### src/rtl/dco_tuner.sv
// PLL loop-filter back end: clamps and slew-limits the integer tuning code,
// dithers the fractional part with a first-order sigma-delta, reports slew/lock.
module dco_tuner #(
    parameter int LF_OUT_SIZE = 16,
    parameter int FRAC_SIZE   = 8,
    parameter logic [LF_OUT_SIZE-FRAC_SIZE-1:0] CODE_MIN   = 8'h10,
    parameter logic [LF_OUT_SIZE-FRAC_SIZE-1:0] CODE_MAX   = 8'hF0,
    parameter logic [LF_OUT_SIZE-FRAC_SIZE-1:0] RESET_CODE = 8'h80,
    parameter int MAX_STEP    = 4,
    parameter int LOCK_TOL    = 2,
    parameter int LOCK_COUNT  = 8
) (
    input  logic                              clk_ref_i,
    input  logic                              rst_i,
    input  logic                              lf_valid_i,
    input  logic [LF_OUT_SIZE-1:0]            lf_out_i,
    output logic [LF_OUT_SIZE-FRAC_SIZE-1:0]  dco_code_o,
    output logic                              slewing_o,
    output logic                              locked_o
);

    localparam int INT_SIZE = LF_OUT_SIZE - FRAC_SIZE;
    localparam int CNT_W    = $clog2(LOCK_COUNT + 1);

    typedef logic [INT_SIZE:0] wide_t;

    localparam wide_t             STEP_W  = wide_t'(MAX_STEP);
    localparam wide_t             TOL_W   = wide_t'(LOCK_TOL);
    localparam logic [CNT_W-1:0]  CNT_MAX = CNT_W'(LOCK_COUNT);

    logic [INT_SIZE-1:0]  target_q, target_d;
    logic [INT_SIZE-1:0]  cur_q, cur_d;
    logic [INT_SIZE-1:0]  code_q, code_d;
    logic [FRAC_SIZE-1:0] frac_q, frac_d;
    logic [FRAC_SIZE-1:0] acc_q, acc_d;
    logic [CNT_W-1:0]     cnt_q, cnt_d;
    logic                 slew_q, slew_d;
    logic                 lock_q, lock_d;

    logic [INT_SIZE-1:0]  lf_int;
    logic [INT_SIZE-1:0]  clamped;
    wide_t                up_diff, dn_diff, step, cur_w, new_diff;
    logic [FRAC_SIZE:0]   sd_sum;
    logic                 carry;

    always_comb begin
        target_d = target_q;
        frac_d   = frac_q;
        cnt_d    = cnt_q;
        lock_d   = lock_q;
        cur_d    = cur_q;
        step     = '0;
        cur_w    = '0;
        new_diff = '0;

        lf_int = lf_out_i[LF_OUT_SIZE-1:FRAC_SIZE];
        if (lf_int < CODE_MIN)
            clamped = CODE_MIN;
        else if (lf_int > CODE_MAX)
            clamped = CODE_MAX;
        else
            clamped = lf_int;

        // Differences carry an extra bit so neither direction can wrap.
        up_diff = {1'b0, target_q} - {1'b0, cur_q};
        dn_diff = {1'b0, cur_q} - {1'b0, target_q};
        if (cur_q < target_q) begin
            step  = (up_diff > STEP_W) ? STEP_W : up_diff;
            cur_w = {1'b0, cur_q} + step;
            cur_d = cur_w[INT_SIZE-1:0];
        end else if (cur_q > target_q) begin
            step  = (dn_diff > STEP_W) ? STEP_W : dn_diff;
            cur_w = {1'b0, cur_q} - step;
            cur_d = cur_w[INT_SIZE-1:0];
        end

        sd_sum = {1'b0, acc_q} + {1'b0, frac_q};
        carry  = sd_sum[FRAC_SIZE];
        acc_d  = sd_sum[FRAC_SIZE-1:0];

        // The dither bit is dropped at the top code so the output never exceeds CODE_MAX.
        if (cur_q == CODE_MAX)
            code_d = cur_q;
        else
            code_d = cur_q + {{(INT_SIZE-1){1'b0}}, carry};

        slew_d = (cur_q != target_q);

        if (lf_valid_i) begin
            target_d = clamped;
            frac_d   = lf_out_i[FRAC_SIZE-1:0];
            if (clamped > target_q)
                new_diff = {1'b0, clamped} - {1'b0, target_q};
            else
                new_diff = {1'b0, target_q} - {1'b0, clamped};
            if (new_diff <= TOL_W)
                cnt_d = (cnt_q == CNT_MAX) ? cnt_q : cnt_q + 1'b1;
            else
                cnt_d = '0;
            lock_d = (cnt_d == CNT_MAX);
        end
    end

    always_ff @(posedge clk_ref_i) begin
        if (rst_i) begin
            target_q <= RESET_CODE;
            cur_q    <= RESET_CODE;
            code_q   <= RESET_CODE;
            frac_q   <= '0;
            acc_q    <= '0;
            cnt_q    <= '0;
            slew_q   <= 1'b0;
            lock_q   <= 1'b0;
        end else begin
            target_q <= target_d;
            cur_q    <= cur_d;
            code_q   <= code_d;
            frac_q   <= frac_d;
            acc_q    <= acc_d;
            cnt_q    <= cnt_d;
            slew_q   <= slew_d;
            lock_q   <= lock_d;
        end
    end

    assign dco_code_o = code_q;
    assign slewing_o  = slew_q;
    assign locked_o   = lock_q;

endmodule

### config.mk
export PLATFORM = sky130hd
export DESIGN_NAME = dco_tuner
export DESIGN_NICKNAME = d
export VERILOG_FILES = /design/src/rtl/dco_tuner.sv
export SDC_FILE = /design/constraint.sdc
export NUM_CORES = 1
export LEC_CHECK = 0
export CORE_UTILIZATION = 54
export DETAILED_ROUTE_END_ITERATION = 12
export GPL_TIMING_DRIVEN = 0
export HOLD_SLACK_MARGIN = 0.12
export PLACE_DENSITY = 0.77
export SETUP_SLACK_MARGIN = 0.05
export SYNTH_ARGS = -nofsm -noshare
export SYNTH_HDL_FRONTEND = slang
export SYNTH_SLANG_ARGS = --single-unit
### constraint.sdc
create_clock -name clk_ref_i -period 4.15 [get_ports clk_ref_i]
set_input_delay 0.6225 -clock clk_ref_i [delete_from_list [all_inputs] [get_ports clk_ref_i]]
set_output_delay 0.6225 -clock clk_ref_i [all_outputs]
set_load 0.02 [all_outputs]
==> qor.yml, run 1 <==
dp_hpwl_um: 7865
hold_viol: 0
setup_violations: 2
cts_buffers: 5
cp_data_required_time_ps: 4350
synth_area_um2: 4153
regToRegSetupSlack_ps: -200
wl_um: 10990
layout.cells.non_filler: 680
cts_max_path_buffers: 2
syn_nets: 600
drc: 0
path_class: "reg2reg"
worstPathArrival_ps: 4550
gp_congestion: 0.9099
syn2layout_area_growth_pct: 23.26
r2r-end: "cur_q[7]"
finalHoldWorstSlack_ps: 486.9
cellLeakagePower_nw: 2.339
worstHoldPathCells: 2
layout_setup_ws_ps: -199.4
violations: "negative setup slack"
crit-reg2reg-launch: "target_q[0]"
fin_worst_skew_ps: 8.544
stdcell_area_um2: 5119
firstDrtPassIters: 4
critPathLaunch: "target_q[0]"
core_area_um2: 7331
fp.dieW_um: 89.70
grt_pass1_vias: 3764
hp-class: "reg2reg"
cts_tree: "done"
synthDistinctLibCells: 66
placed_cell_area_um2: 4558
drive_above_1_share_pct: 18.24
status: "finished with violations"
min_to: "locked_o"
place_inst: 648
num_vias: 3921
synth.area.top_cells: "dfxtp_1 22%, ha_1 16%, nor2_1 5.6%"
tightest_slew_ps: 794.6
postCtsHoldBufs: 0
fp-row-count: 31
grt_pass1_wl_um: 17240
clk_pin_slew_ps: 90
timing.final.crit_period_ps: 4349
fmax_mhz: 229.9
die_h_um: 89.70
endpoint_kind: "register"
ir_worst_vdd_uv: 439.7
clk_latency_ps: 300
cts_root_buf: "clkbuf_8"
dp_worst_setup_slack_ps: -523.9
yosys_warnings: 0
die_area_um2: 8045
yosysMostFrequentCell: "nor2_1"
ant_nets: 0
worst_setup_path_start_kind: "register"
yosysTopAreaCell: "dfxtp_1"
diodes: 0
track_usage_pct: 27.54
period_share_pct: 104.8
antenna_found_initial: 0
fillers: 557
synth_commonest_cells: "62 x nor2_1, 52 x ha_1, 50 x inv_1"
slew_headroom_pct: 47.03
viasPerCell: 5.766
async_flop_share_pct: 0
start_util_pct: 56.65
synth_edf_count: 0
maxCapViolations: 0
grt_max_degree: 15
p_per_area_nw_per_um2: 500.5
worstHoldStart: "locked_o"
htreeDepth: 2
drv_slew: 0
final_nets: 657
io_buffers: 26
syn_inst: 523
syn_area_per_cell_um2: 7.940
synth-seq-area-share_pct: 22.18
post_drt_wl_per_cell_um: 16.16
grt_overflow: 0
yosys_register_bits: 46
r2r_cells: 22
worstPathMaxFanout: 4
drt_iter0_markers: 216
io_pins: 29
synth_flop_cell: "dfxtp_1"
final_core_util_pct: 69.82
cts.sinks: 46
synth_top_area_share_pct: 22.18
grt_setup_unrepaired: "yes"
critical path, cell delays in order, from the launching register on:
cell	delay, ps
dfxtp_4	390
inv_4	50
ha_4	170
fa_2	410
nor2b_2	130
o21ai_1	70
nand2b_1	120
buf_4	150
o211ai_4	80
a211oi_4	290
nand2b_1	110
ha_1	310
a2bb2oi_2	150
ha_1	240
nor2b_1	140
o21ai_2	180
a21boi_2	100
o21ai_2	210
a21boi_2	100
o21ai_2	180
nand2_1	100
or4_1	410
o211a_1	140
state kept, by name (all words and copies together) (netlist names):
register and count:
acc_q 8, cur_q 8, dco_code_o 8, frac_q 8, target_q 8, cnt_q 4, locked_o 1, slewing_o 1
report_power, final:
part / total [W] / switching (W) / internal, W
Clock: 0.000296 / 0.000158 / 0.000138
Combinational: 0.00169 / 0.000880 / 0.000806
Sequential: 0.000579 / 0.0000662 / 0.000513
logic make-up (layout without fill, tap and decap cells):
group | count (synthesis) | after routing | share of synthesized area (%)
and+or+nand+nor | 179 | 179 | 21.00
buffers and inverters | 72 | 130 | 7.020
adders and majority gates | 58 | 58 | 18.56
xor gates and xnor gates | 19 | 19 | 4.007
DFF | 46 | 46 | 22.18
AOI/OAI and AO/OA | 124 | 124 | 21.00
muxes | 25 | 25 | 6.237
cell type report:
| type | instances | area, µm² | area share [%] |
|---|---|---|---|
| timing repair buffer | 52 | 461.7 | 9.020 |
| sequential | 46 | 949.7 | 18.55 |
| multi-input combinational | 405 | 3176 | 62.04 |
| buffer | 20 | 115.1 | 2.249 |
| tap | 99 | 123.9 | 2.420 |
| clock inverter | 1 | 8.758 | 0.1711 |
| clock buffer | 7 | 86.33 | 1.687 |
| inverter | 50 | 197.7 | 3.862 |
per-stage QoR:
stage          setup TNS [ps]  power [W]
2_1_floorplan               0   0.001554
3_3_place_gp            -2467   0.001791
3_5_place_dp            -2905   0.001833
4_1_cts                -80.33   0.002337
5_1_grt                -566.8   0.002718
6_report               -241.0   0.002562
metal layers:
layer / routed length [µm] / GRT usage (%)
met5: 0 / 0
met4: 348 / 11.40
met3: 466 / 3.565
met2: 5506 / 49.45
met1: 4665 / 33.05
placed cells by master, fill, tap and decap left out, types with 4 or more instances in the layout:
cell type         n
nor2_1           62
inv_1            45
nand2_1          43
ha_1             43
dfxtp_1          35
buf_4            27
a21oi_1          24
clkdlybuf4s50_1  22
mux2i_1          21
o21ai_0          15
xnor2_1          14
clkbuf_1         12
nand2b_1         10
nor2b_1           9
a21o_1            8
clkbuf_8          7
nand4_1           7
and2_1            7
a21oi_2           6
o211ai_1          6
nand3_1           6
dfxtp_4           6
o21a_1            5
xor2_1            5
and3_1            5
ha_4              5
dfxtp_2           5
o21bai_1          4
nor3_1            4
o211a_1           4
a211o_1           4
o21ai_2           4
a211oi_1          4
ha_2              4
worst max-delay path by stage:
stage / endpoint / cells after the start / slack (ps)
finish: cur_q[7] / 22 / -200
CTS: cur_q[7] / 21 / -80
detailed placement: cur_q[7] / 21 / -520
floorplan: cur_q[7] / 20 / 70
global placement: cnt_q[2] / 16 / -460
global route: cur_q[7] / 22 / -330
repair_timing:
action / 4_1_cts / 5_1_grt
endpoints found under the setup margin: 8 / 8
pin swaps: 14 / 16
endpoints found under the hold margin: 0 / 0
setup buffers: 19 / 8
gates resized for setup: 41 / 33
Note: power is estimated with default switching activity, not from simulation.
==> inputs of run 2 (changes only) <==
Settings changed: ABC_AREA set to 1, SLEW_MARGIN set to 30.
==> run 2 against run 1 <==
The run now ends clean. Flip-flop and latch count did not move. Maximum frequency rose by 11%. Non-clock buffer count fell by 21. Combinational power fell by 2%. Sequential power rose by 8.5%. Register-to-register slack improved by 410 ps. Critical path depth rose by 4. Critical endpoint unchanged. Largest cell class unchanged.
==> qor.yml, run 2 <==
status: "finished clean"
layout_setup_ws_ps: 214.6  # +414.0 ps
p_per_area_nw_per_um2: 536.2  # +7.1%
cellLeakagePower_nw: 2.329  # -0.39%
fmax_mhz: 254.1  # +11%
endpoint_kind: "register"
syn_inst: 615  # +18%
layout_commonest_cell: "nand2_1"
cp_data_required_time_ps: 4320  # -30 ps
fin_worst_skew_ps: 5.597  # -2.947 ps
synth_area_um2: 4116  # -0.87%
wl_met1_um: 4700  # +0.75%
stdcell_area_um2: 4771  # -6.8%
synth.area.top_cells: "dfxtp_1 22%, ha_1 16%, nand2_1 12%"
post_drt_wl_per_cell_um: 13.05  # -19%
cts_buffers: 5  # unchanged
drt_iter0_markers: 180  # -17%
postCtsHoldBufs: 0  # unchanged
grt_pass1_wl_um: 16010  # -7.2%
cts_tree: "done"
yosys_register_bits: 46  # unchanged
syn2layout_area_growth_pct: 15.90
grt_setup_unrepaired: "yes"
synthDistinctLibCells: 40  # -39%
worst_setup_path_start_kind: "register"
core_area_um2: 7292  # -0.53%
dp_worst_setup_slack_ps: -298.7  # +225.2 ps
grt_overflow: 0  # unchanged
yosysMostFrequentCell: "nand2_1"
timing.final.crit_period_ps: 3935  # -414.0 ps
diodes: 0  # unchanged
hold_viol: 0  # unchanged
fp-row-count: 31  # unchanged
fp.dieW_um: 89.31  # -0.43%
yosys_warnings: 0  # unchanged
path_class: "reg2reg"
final_nets: 732  # +11%
die_h_um: 89.31  # -0.43%
die_area_um2: 7976  # -0.86%
viasPerCell: 5.197  # -9.9%
drv_slew: 0  # unchanged
period_share_pct: 94.83  # -10 points
dr_wl_met2_um: 4679  # -15%
setup_tns_ps: 0  # +241.0 ps
cts_max_path_buffers: 2  # unchanged
synth_flop_cell: "dfxtp_1"
firstDrtPassIters: 4  # unchanged
cts.sinks: 46  # unchanged
hp-class: "reg2reg"
synth_commonest_cells: "134 x nand2_1, 95 x inv_1, 53 x nor2_1"
synth-seq-area-share_pct: 22.37  # +0.20 points
async_flop_share_pct: 0  # unchanged
ant_nets: 0  # unchanged
io_pins: 29  # unchanged
clk_pin_slew_ps: 80  # about the same
route.met3.wl_um: 377  # -19%
placed_cell_area_um2: 4511  # -1.0%
grt_max_degree: 15  # unchanged
syn_nets: 692  # +15%
yosysTopAreaCell: "dfxtp_1"
synth_edf_count: 0  # unchanged
worstPathArrival_ps: 4100  # -450 ps
slew_headroom_pct: 48.97  # +1.9 points
track_usage_pct: 26.06  # -1.5 points
grt_pass1_vias: 3521  # -6.5%
top_layer: "met4"
num_vias: 3924  # +0.077%
ir_worst_vdd_uv: 501.0  # +14%
final_cell_mix: "131 x nand2_1, 94 x inv_1, 52 x nor2_1"
wl_um: 9856  # -10%
finalHoldWorstSlack_ps: 491.3  # +4.319 ps
io_buffers: 27  # +3.8%
htreeDepth: 2  # unchanged
antenna_found_initial: 0  # unchanged
synth_top_area_share_pct: 22.37  # +0.20 points
drc: 0  # unchanged
clk_latency_ps: 290  # about the same
maxCapViolations: 0  # unchanged
start_util_pct: 56.45  # -0.20 points
worstPathMaxFanout: 6  # +2
cts_root_buf: "clkbuf_8"
dp_hpwl_um: 7944  # +1.0%
drive_above_1_share_pct: 13.11  # -5.1 points
gp_congestion: 0.9064  # -0.38%
setup_violations: 0  # -2
tightest_slew_ps: 755.5  # -39.08 ps
syn_area_per_cell_um2: 6.693  # -16%
[run 2: cell types whose count changed after synthesis, sizes merged, moves of 6 or more]
cell,delta
nand3,+24
nand2b,-10
a21oi,+27
mux2i,-21
inv,+52
o21ai,+26
xor2,+10
nand2,+97
xnor2,-6
o211ai,-6
a21o,-7
nor2b,-11
and2,-7
[run 2: timing repair]
item,CTS,global route
pin swaps,1,12
endpoints found under the hold margin,0,0
buffers inserted,0,6
gates resized for setup,12,30
endpoints found under the setup margin,2,7
[run 2: layout make-up]
class / instances / area (µm²)
Buffer: 18 / 81.33
Sequential cell: 46 / 935.9
Clock inverter: 2 / 12.51
Fill cell: 668 / 2521
Multi-Input combinational cell: 449 / 2836
Timing Repair Buffer: 33 / 315.3
Clock buffer: 6 / 82.58
Inverter: 102 / 382.9
Tap cell: 99 / 123.9
[run 2: routing by layer]
| layer | vias up | GRT usage [%] |
|---|---|---|
| li1 | 2045 | - |
| met1 | 1796 | 34.86 |
| met2 | 75 | 45.59 |
| met3 | 8 | 2.124 |
| met4 | 0 | 6.205 |
| met5 | - | 0 |
[run 2: power breakdown]
part           leakage (nW)  internal [W]  switching [W]
clock                0.0472      0.000134       0.000146
sequential            0.384      0.000529      0.0000982
combinational          1.90      0.000686       0.000966
total                  2.33       0.00135        0.00121
[run 2: worst paths after layout]
| path | end | from | depth (start not counted) | slack, ps |
|---|---|---|---|---|
| worst max-delay path | cur_q[7] | target_q[4] | 26 | 210 |
| worst min-delay path | locked_o | locked_o | 2 | 490 |
| worst max register to register | cur_q[7] | target_q[4] | 26 | 210 |
| worst min register to register | locked_o | locked_o | 2 | 490 |
[run 2: through the flow]
step           utilization, %  total power, W  std cells
2_1_floorplan               -        0.001739        615
3_3_place_gp            61.86        0.002037        741
3_5_place_dp            61.86        0.002072        741
4_1_cts                 63.59        0.002394        749
5_1_grt                 65.43        0.002792        755
6_report                65.43        0.002558        755
[run 2: cells by family after synthesis]
logic type	after synthesis	share of synthesized area [%]
buf+inv	120	11.28
simple gates	248	26.63
compound gates	120	16.11
flops	46	22.37
fa+ha+maj	58	18.72
xor+xnor	23	4.894
[run 2: critical path: stages, from the launching register on]
cell and delay (ps):
dfxtp_2 350, inv_1 100, ha_1 300, buf_2 160, a21o_1 220, a21oi_2 140
nand2_2 90, xor2_2 190, nand4_1 120, nor2_2 160, nand2_1 80, ha_2 190
nand3_2 90, nand2_2 70, a21oi_1 130, nor2_1 70, ha_1 320, a21oi_1 150
nand2_1 100, a21oi_2 150, o21ai_2 90, a21oi_1 130, o21bai_1 100, nor2_1 90
nand2_1 80, nand3_1 70, nand3_1 70
==> edit 1, RTL diff (flow settings as in run 1) <==
One comparison of `cnt_q` changes from == to >=.
--- a/src/rtl/dco_tuner.sv
+++ b/src/rtl/dco_tuner.sv
@@ -96,3 +96,3 @@
             if (new_diff <= TOL_W)
-                cnt_d = (cnt_q == CNT_MAX) ? cnt_q : cnt_q + 1'b1;
+                cnt_d = (cnt_q >= CNT_MAX) ? cnt_q : cnt_q + 1'b1;
             else
Function: no difference found for any inputs over 4 cycles, from zero or initial values and one cycle with rst_i high; that may be too few to reach the edited logic, so the function may still have changed.
==> edit 1 against run 1 <==
  * The flow still finishes with violations (negative setup slack)
  * Clock power up 17%
  * Routed wire length down 2.5%
  * Highest routed layer unchanged
  * Total power down 2.1%
  * Worst hold slack better by 0.031 ns
  * Clock skew up 0.0020 ns
  * Worst setup slack better by 0.023 ns
  * Maximum frequency up 0.53%
  * Synthesized area up 0.39%
  * Cell area up 1.1%
  * Die area up 0.38%
  * Sequential cell count unchanged
  * Sequential share of layout area down 0.29 points
==> edit 1: results (changes against run 1) <==
stage	metric	value	unit	change
status	status	complete, but fails checks		
status	violations	negative setup slack		
clock_tree	cts_hold_buf	0		unchanged
grt	grt_pass1_vias	3753		-0.29%
layout	nets	634		-3.5%
route	num_vias	3902		-0.48%
timing	holdWs	0.518	ns	+0.0311 ns
layout	fillers	599		+7.5%
yosys	synth_fp_nets	584		-2.7%
timing	relSlewSlack	24.6	%	-22 points
yosys	synth_ff_type	dfxtp_1		
clock_tree	cts.clk_slew.worst_paths	0.09	ns	about the same
grt	grt_usage	25.7	%	-1.9 points
clock_tree	numCtsBuffers	5		unchanged
yosys	ys_async_sr_fraction	0	%	unchanged
clock_tree	cts-root-buf	clkbuf_8		
critical_path	crit_path_max_fanout	9		+5
timing	setup_viol	1		-1
timing	worst_slack	-0.177	ns	+0.0229 ns
grt	grt_max_degree	16		+1
grt	antenna_found_initial	0		unchanged
layout	diodes	0		unchanged
yosys	synth_cell_types	73		+11%
timing	fin_setup_tns	-0.177	ns	+0.0644 ns
route	wl_per_cell	16.3	um	+0.89%
yosys	synth_commonest_cells	ha_1 (52), inv_1 (51), nor2_1 (47), dfxtp_1 (46), a21oi_1 (33)		
route	drt-initial-drc-count	279		+29%
timing	fin_skew	0.0105	ns	+0.00197 ns
min_path	hold_path_class	register to register		
placement	portBuffers	26		unchanged
yosys	ys_warn_count	0		unchanged
critical_path	arrival	4.51	ns	-0.04 ns
clock_tree	clockBufferDepth	2		unchanged
layout	drive_gt1_share	21.9	%	+3.6 points
timing	drv_slew	0		unchanged
pwr	irDropWorstVdd	0.000410	V	-6.7%
pwr	leakage	2.23	nW	-4.8%
clock_tree	htreeDepth	2		unchanged
yosys	synthTopCellsByArea	dfxtp_1 (22%), ha_1 (16%), mux2i_1 (5.8%)		
placement	finalWeightedCongestion	0.988		+8.6%
clock_tree	clkLatencyLatePin	0.30	ns	about the same
placement	dp_hpwl	7.77	mm	-1.2%
yosys	synth_seq_area_share	22.1	%	-0.087 points
route	drtPass1Iterations	4		unchanged
grt	grt_pass1_wl	17.3	mm	+0.40%
edit 1: cell types whose count changed after synthesis, moves of 5 or more:
cell / before / now
nand4_1: 7 / 1
nand2_1: 43 / 28
nor2_1: 62 / 47
o211a_1: 5 / 0
o21ai_0: 19 / 26
a31oi_1: 1 / 6
edit 1: final cells by class:
class	count	area, um2	share of cell area, %
sequential	46	945	18.3
clock inverter	3	43.8	0.847
clock buffer	5	68.8	1.33
inverter	51	199	3.85
tap	99	124	2.39
timing repair buffer	45	413	7.98
buffer	18	140	2.71
multi-input combinational	390	3240	62.6
edit 1: path summary, 6_finish.rpt:
check / startpoint / to / cells after the start
worst max-delay path: cur_q[6] / cur_q[7] / 18
worst min-delay path: frac_q[7] / frac_q[7] / 2
worst max register to register: cur_q[6] / cur_q[7] / 18
worst min register to register: frac_q[7] / frac_q[7] / 2
edit 1: where the power goes:
| part | switching (mW) | leakage (nW) | internal (mW) |
|---|---|---|---|
| sequential | 0.0763 | 0.384 | 0.511 |
| clock | 0.164 | 0.0585 | 0.181 |
| combinational | 0.865 | 1.78 | 0.712 |
edit 1: what timing repair did:
| item | 4_1_cts | 5_1_grt |
|---|---|---|
| gates resized for setup | 37 | 46 |
| setup endpoints to repair | 10 | 9 |
| pin swaps | 16 | 23 |
| setup buffers | 6 | 14 |
| gates cloned | 0 | 0 |
edit 1: metrics by stage:
stage	cell area (um2)	instances	worst slack (ns)	total power [mW]	utilization, %
2_1_floorplan	4250	507	-0.0869	1.57	-
3_3_place_gp	4630	632	-0.573	1.82	62.9
3_5_place_dp	4630	632	-0.619	1.85	62.9
4_1_cts	4890	645	-0.190	2.28	66.4
5_1_grt	5170	657	-0.423	2.68	70.2
6_report	5170	657	-0.177	2.51	70.2
edit 1: logic make-up after synthesis:
| logic type | synth area share [%] |
|---|---|
| AOI/OAI and AO/OA | 21.8 |
| DFF | 22.1 |
| adders and majority gates | 18.5 |
| and+or+nand+nor | 19.4 |
| muxes | 6.30 |
| buffers and inverters | 7.80 |
| xor gates and xnor gates | 4.20 |
edit 1: critical path, stage by stage, from the launching register on:
cell and delay, ns:
dfxtp_2 0.37, ha_1 0.31, clkbuf_8 0.16, or3_4 0.38, or4_4 0.44, a31oi_4 0.19
o21ai_2 0.09, or2_4 0.25, ha_4 0.23, a22oi_2 0.16, ha_1 0.26, nor2b_1 0.14
o21ai_2 0.13, a21boi_1 0.12, o21ai_2 0.18, a21oi_2 0.09, or4_1 0.42, a211oi_2 0.20
a311oi_1 0.07
edit 1: layer usage:
metal | routed length (um) | GRT usage, % | vias up | share of wire, %
met2 | 5190 | 45.1 | 110 | 48
met4 | 177 | 6.72 | 0 | 1.7
li1 | - | - | 1897 | -
met5 | 0 | 0 | - | 0
met3 | 465 | 2.71 | 20 | 4.3
met1 | 4870 | 33.6 | 1875 | 45
==> edit 2, RTL diff (settings of run 1) <==
Made on the original files. Change the parameter `FRAC_SIZE` from 8 to 4.
--- a/src/rtl/dco_tuner.sv
+++ b/src/rtl/dco_tuner.sv
@@ -4,3 +4,3 @@
     parameter int LF_OUT_SIZE = 16,
-    parameter int FRAC_SIZE   = 8,
+    parameter int FRAC_SIZE   = 4,
     parameter logic [LF_OUT_SIZE-FRAC_SIZE-1:0] CODE_MIN   = 8'h10,
Ports: changed (resized dco_code_o); port bits go from 29 to 33. The function was not compared with the original's and may differ.
==> edit 2 against run 1 <==
  * The run still ends with negative setup slack left
  * Total power rose by 30%
  * Worst setup slack lost 0.65 ns
  * Global-route usage rose by 2.2 points
  * Via count is 33% higher
  * Critical endpoint is now cur_q[11]
  * Synthesized area increased by 21%
  * Cell area up 31%
  * Routed wire length rose by 40%
  * Sequential cell count up 4
  * Die area grew 21%
  * Utilization rose by 5.3 points
==> edit 2: results (changes against run 1) <==
stage	metric	value	unit	change
route	drt-initial-drc-count	391		+81%
layout	diodes	0		unchanged
yosys	synth_seq_area_share	19.9	%	-2.3 points
yosys	synth_commonest_cells	nor2_1 (81), ha_1 (68), inv_1 (56), a21oi_1 (50), dfxtp_1 (50)		
timing	relSlewSlack	46.0	%	-1.0 points
pwr	irDropWorstVdd	0.000406	V	-7.6%
timing	fin_skew	0.00506	ns	-0.00349 ns
critical_path	crit_path_max_fanout	3		-1
placement	dp_hpwl	10.3	mm	+31%
critical_path	cp_top_family	simple AND/OR/NAND/NOR gates		
yosys	synth_adder_area_share	19.3	%	+0.71 points
grt	grt_max_degree	18		+3
placement	place_ws	-1.17	ns	-0.651 ns
timing	worst_slack	-0.848	ns	-0.649 ns
yosys	synth_cell_types	64		-3.0%
yosys	synth_mux_area_share	4.47	%	-1.8 points
status	status	complete, but fails checks		
status	violations	negative setup slack		
grt	grt_usage	29.7	%	+2.2 points
placement	finalWeightedCongestion	0.924		+1.5%
route	drtPass1Iterations	6		+2
layout	drive_gt1_share	24.2	%	+6.0 points
grt	grt_pass1_vias	4921		+31%
grt	antenna_found_initial	0		unchanged
layout	nets	839		+28%
yosys	synth_compound_area_share	21.4	%	+0.43 points
placement	portBuffers	31		+19%
pwr	leakage	2.88	nW	+23%
critical_path	crit_path_top_delay_cell	or4b_4		
timing	setup_viol	13		+11
clock_tree	clockBufferDepth	2		unchanged
yosys	synth_ff_type	dfxtp_1		
yosys	synthXorXnorAreaFrac	5.91	%	+1.9 points
grt	grt_pass1_wl	23.3	mm	+35%
route	num_vias	5233		+33%
timing	holdWs	0.457	ns	-0.0298 ns
critical_path	crit_path_max_incr_delay	0.55	ns	+0.14 ns
layout	fillers	584		+4.8%
route	wl_per_cell	18.0	um	+11%
critical_path	arrival	5.22	ns	+0.67 ns
yosys	synthTopCellsByArea	dfxtp_1 (20%), ha_1 (17%), nor2_1 (6.0%)		
## edit 2: path summary, 6_finish.rpt
path	cells after the start	endpoint	startpoint
setup / recovery	21	cur_q[11]	target_q[0]
hold / removal	2	locked_o	locked_o
setup reg to reg	21	cur_q[11]	target_q[0]
hold reg to reg	2	locked_o	locked_o
## edit 2: logic make-up after synthesis
group,Yosys count
xor+xnor,34
fa+ha+maj,74
flops,50
buf+inv,81
other cells,2
compound gates,167
simple gates,224
mux,22
## edit 2: where the power goes
group	internal (mW)	switching [mW]	leakage [nW]	total (mW)
registers	0.556	0.0986	0.414	0.655
logic	1.07	1.30	2.42	2.37
clock network	0.122	0.186	0.0447	0.308
## edit 2: layout make-up
cell class | instances | area share [%]
Multi-Input combinational cell | 529 | 65.1
Sequential cell | 50 | 15.3
Timing Repair Buffer | 84 | 11.2
Inverter | 56 | 3.37
Tap cell | 108 | 2.02
Buffer | 20 | 1.63
Clock buffer | 5 | 1.03
Clock inverter | 3 | 0.375
## edit 2: repair_timing
item                       in CTS  in global routing
setup buffers                  36                 18
resized for setup              52                 77
setup endpoints to repair      16                 16
pin swaps                      48                 48
## edit 2: stage by stage
| stage | cell area, um2 | setup TNS [ns] | utilization (%) | cells |
|---|---|---|---|---|
| CTS | 6270 | -6.07 | 70.5 | 842 |
| global route | 6680 | -8.36 | 75.1 | 855 |
| global placement | 5680 | -10.03 | 63.9 | 799 |
| finish | 6680 | -5.60 | 75.1 | 855 |
| detailed placement | 5680 | -12.12 | 63.9 | 799 |
| floorplan | 5240 | -1.66 | - | 660 |
## edit 2: layer usage
layer	track usage, %	routed length, um	vias up
li1	-	-	2474
met1	38.6	6500	2483
met2	50.7	7400	226
met3	3.12	882	50
met4	12.2	580	0
met5	0	0	-
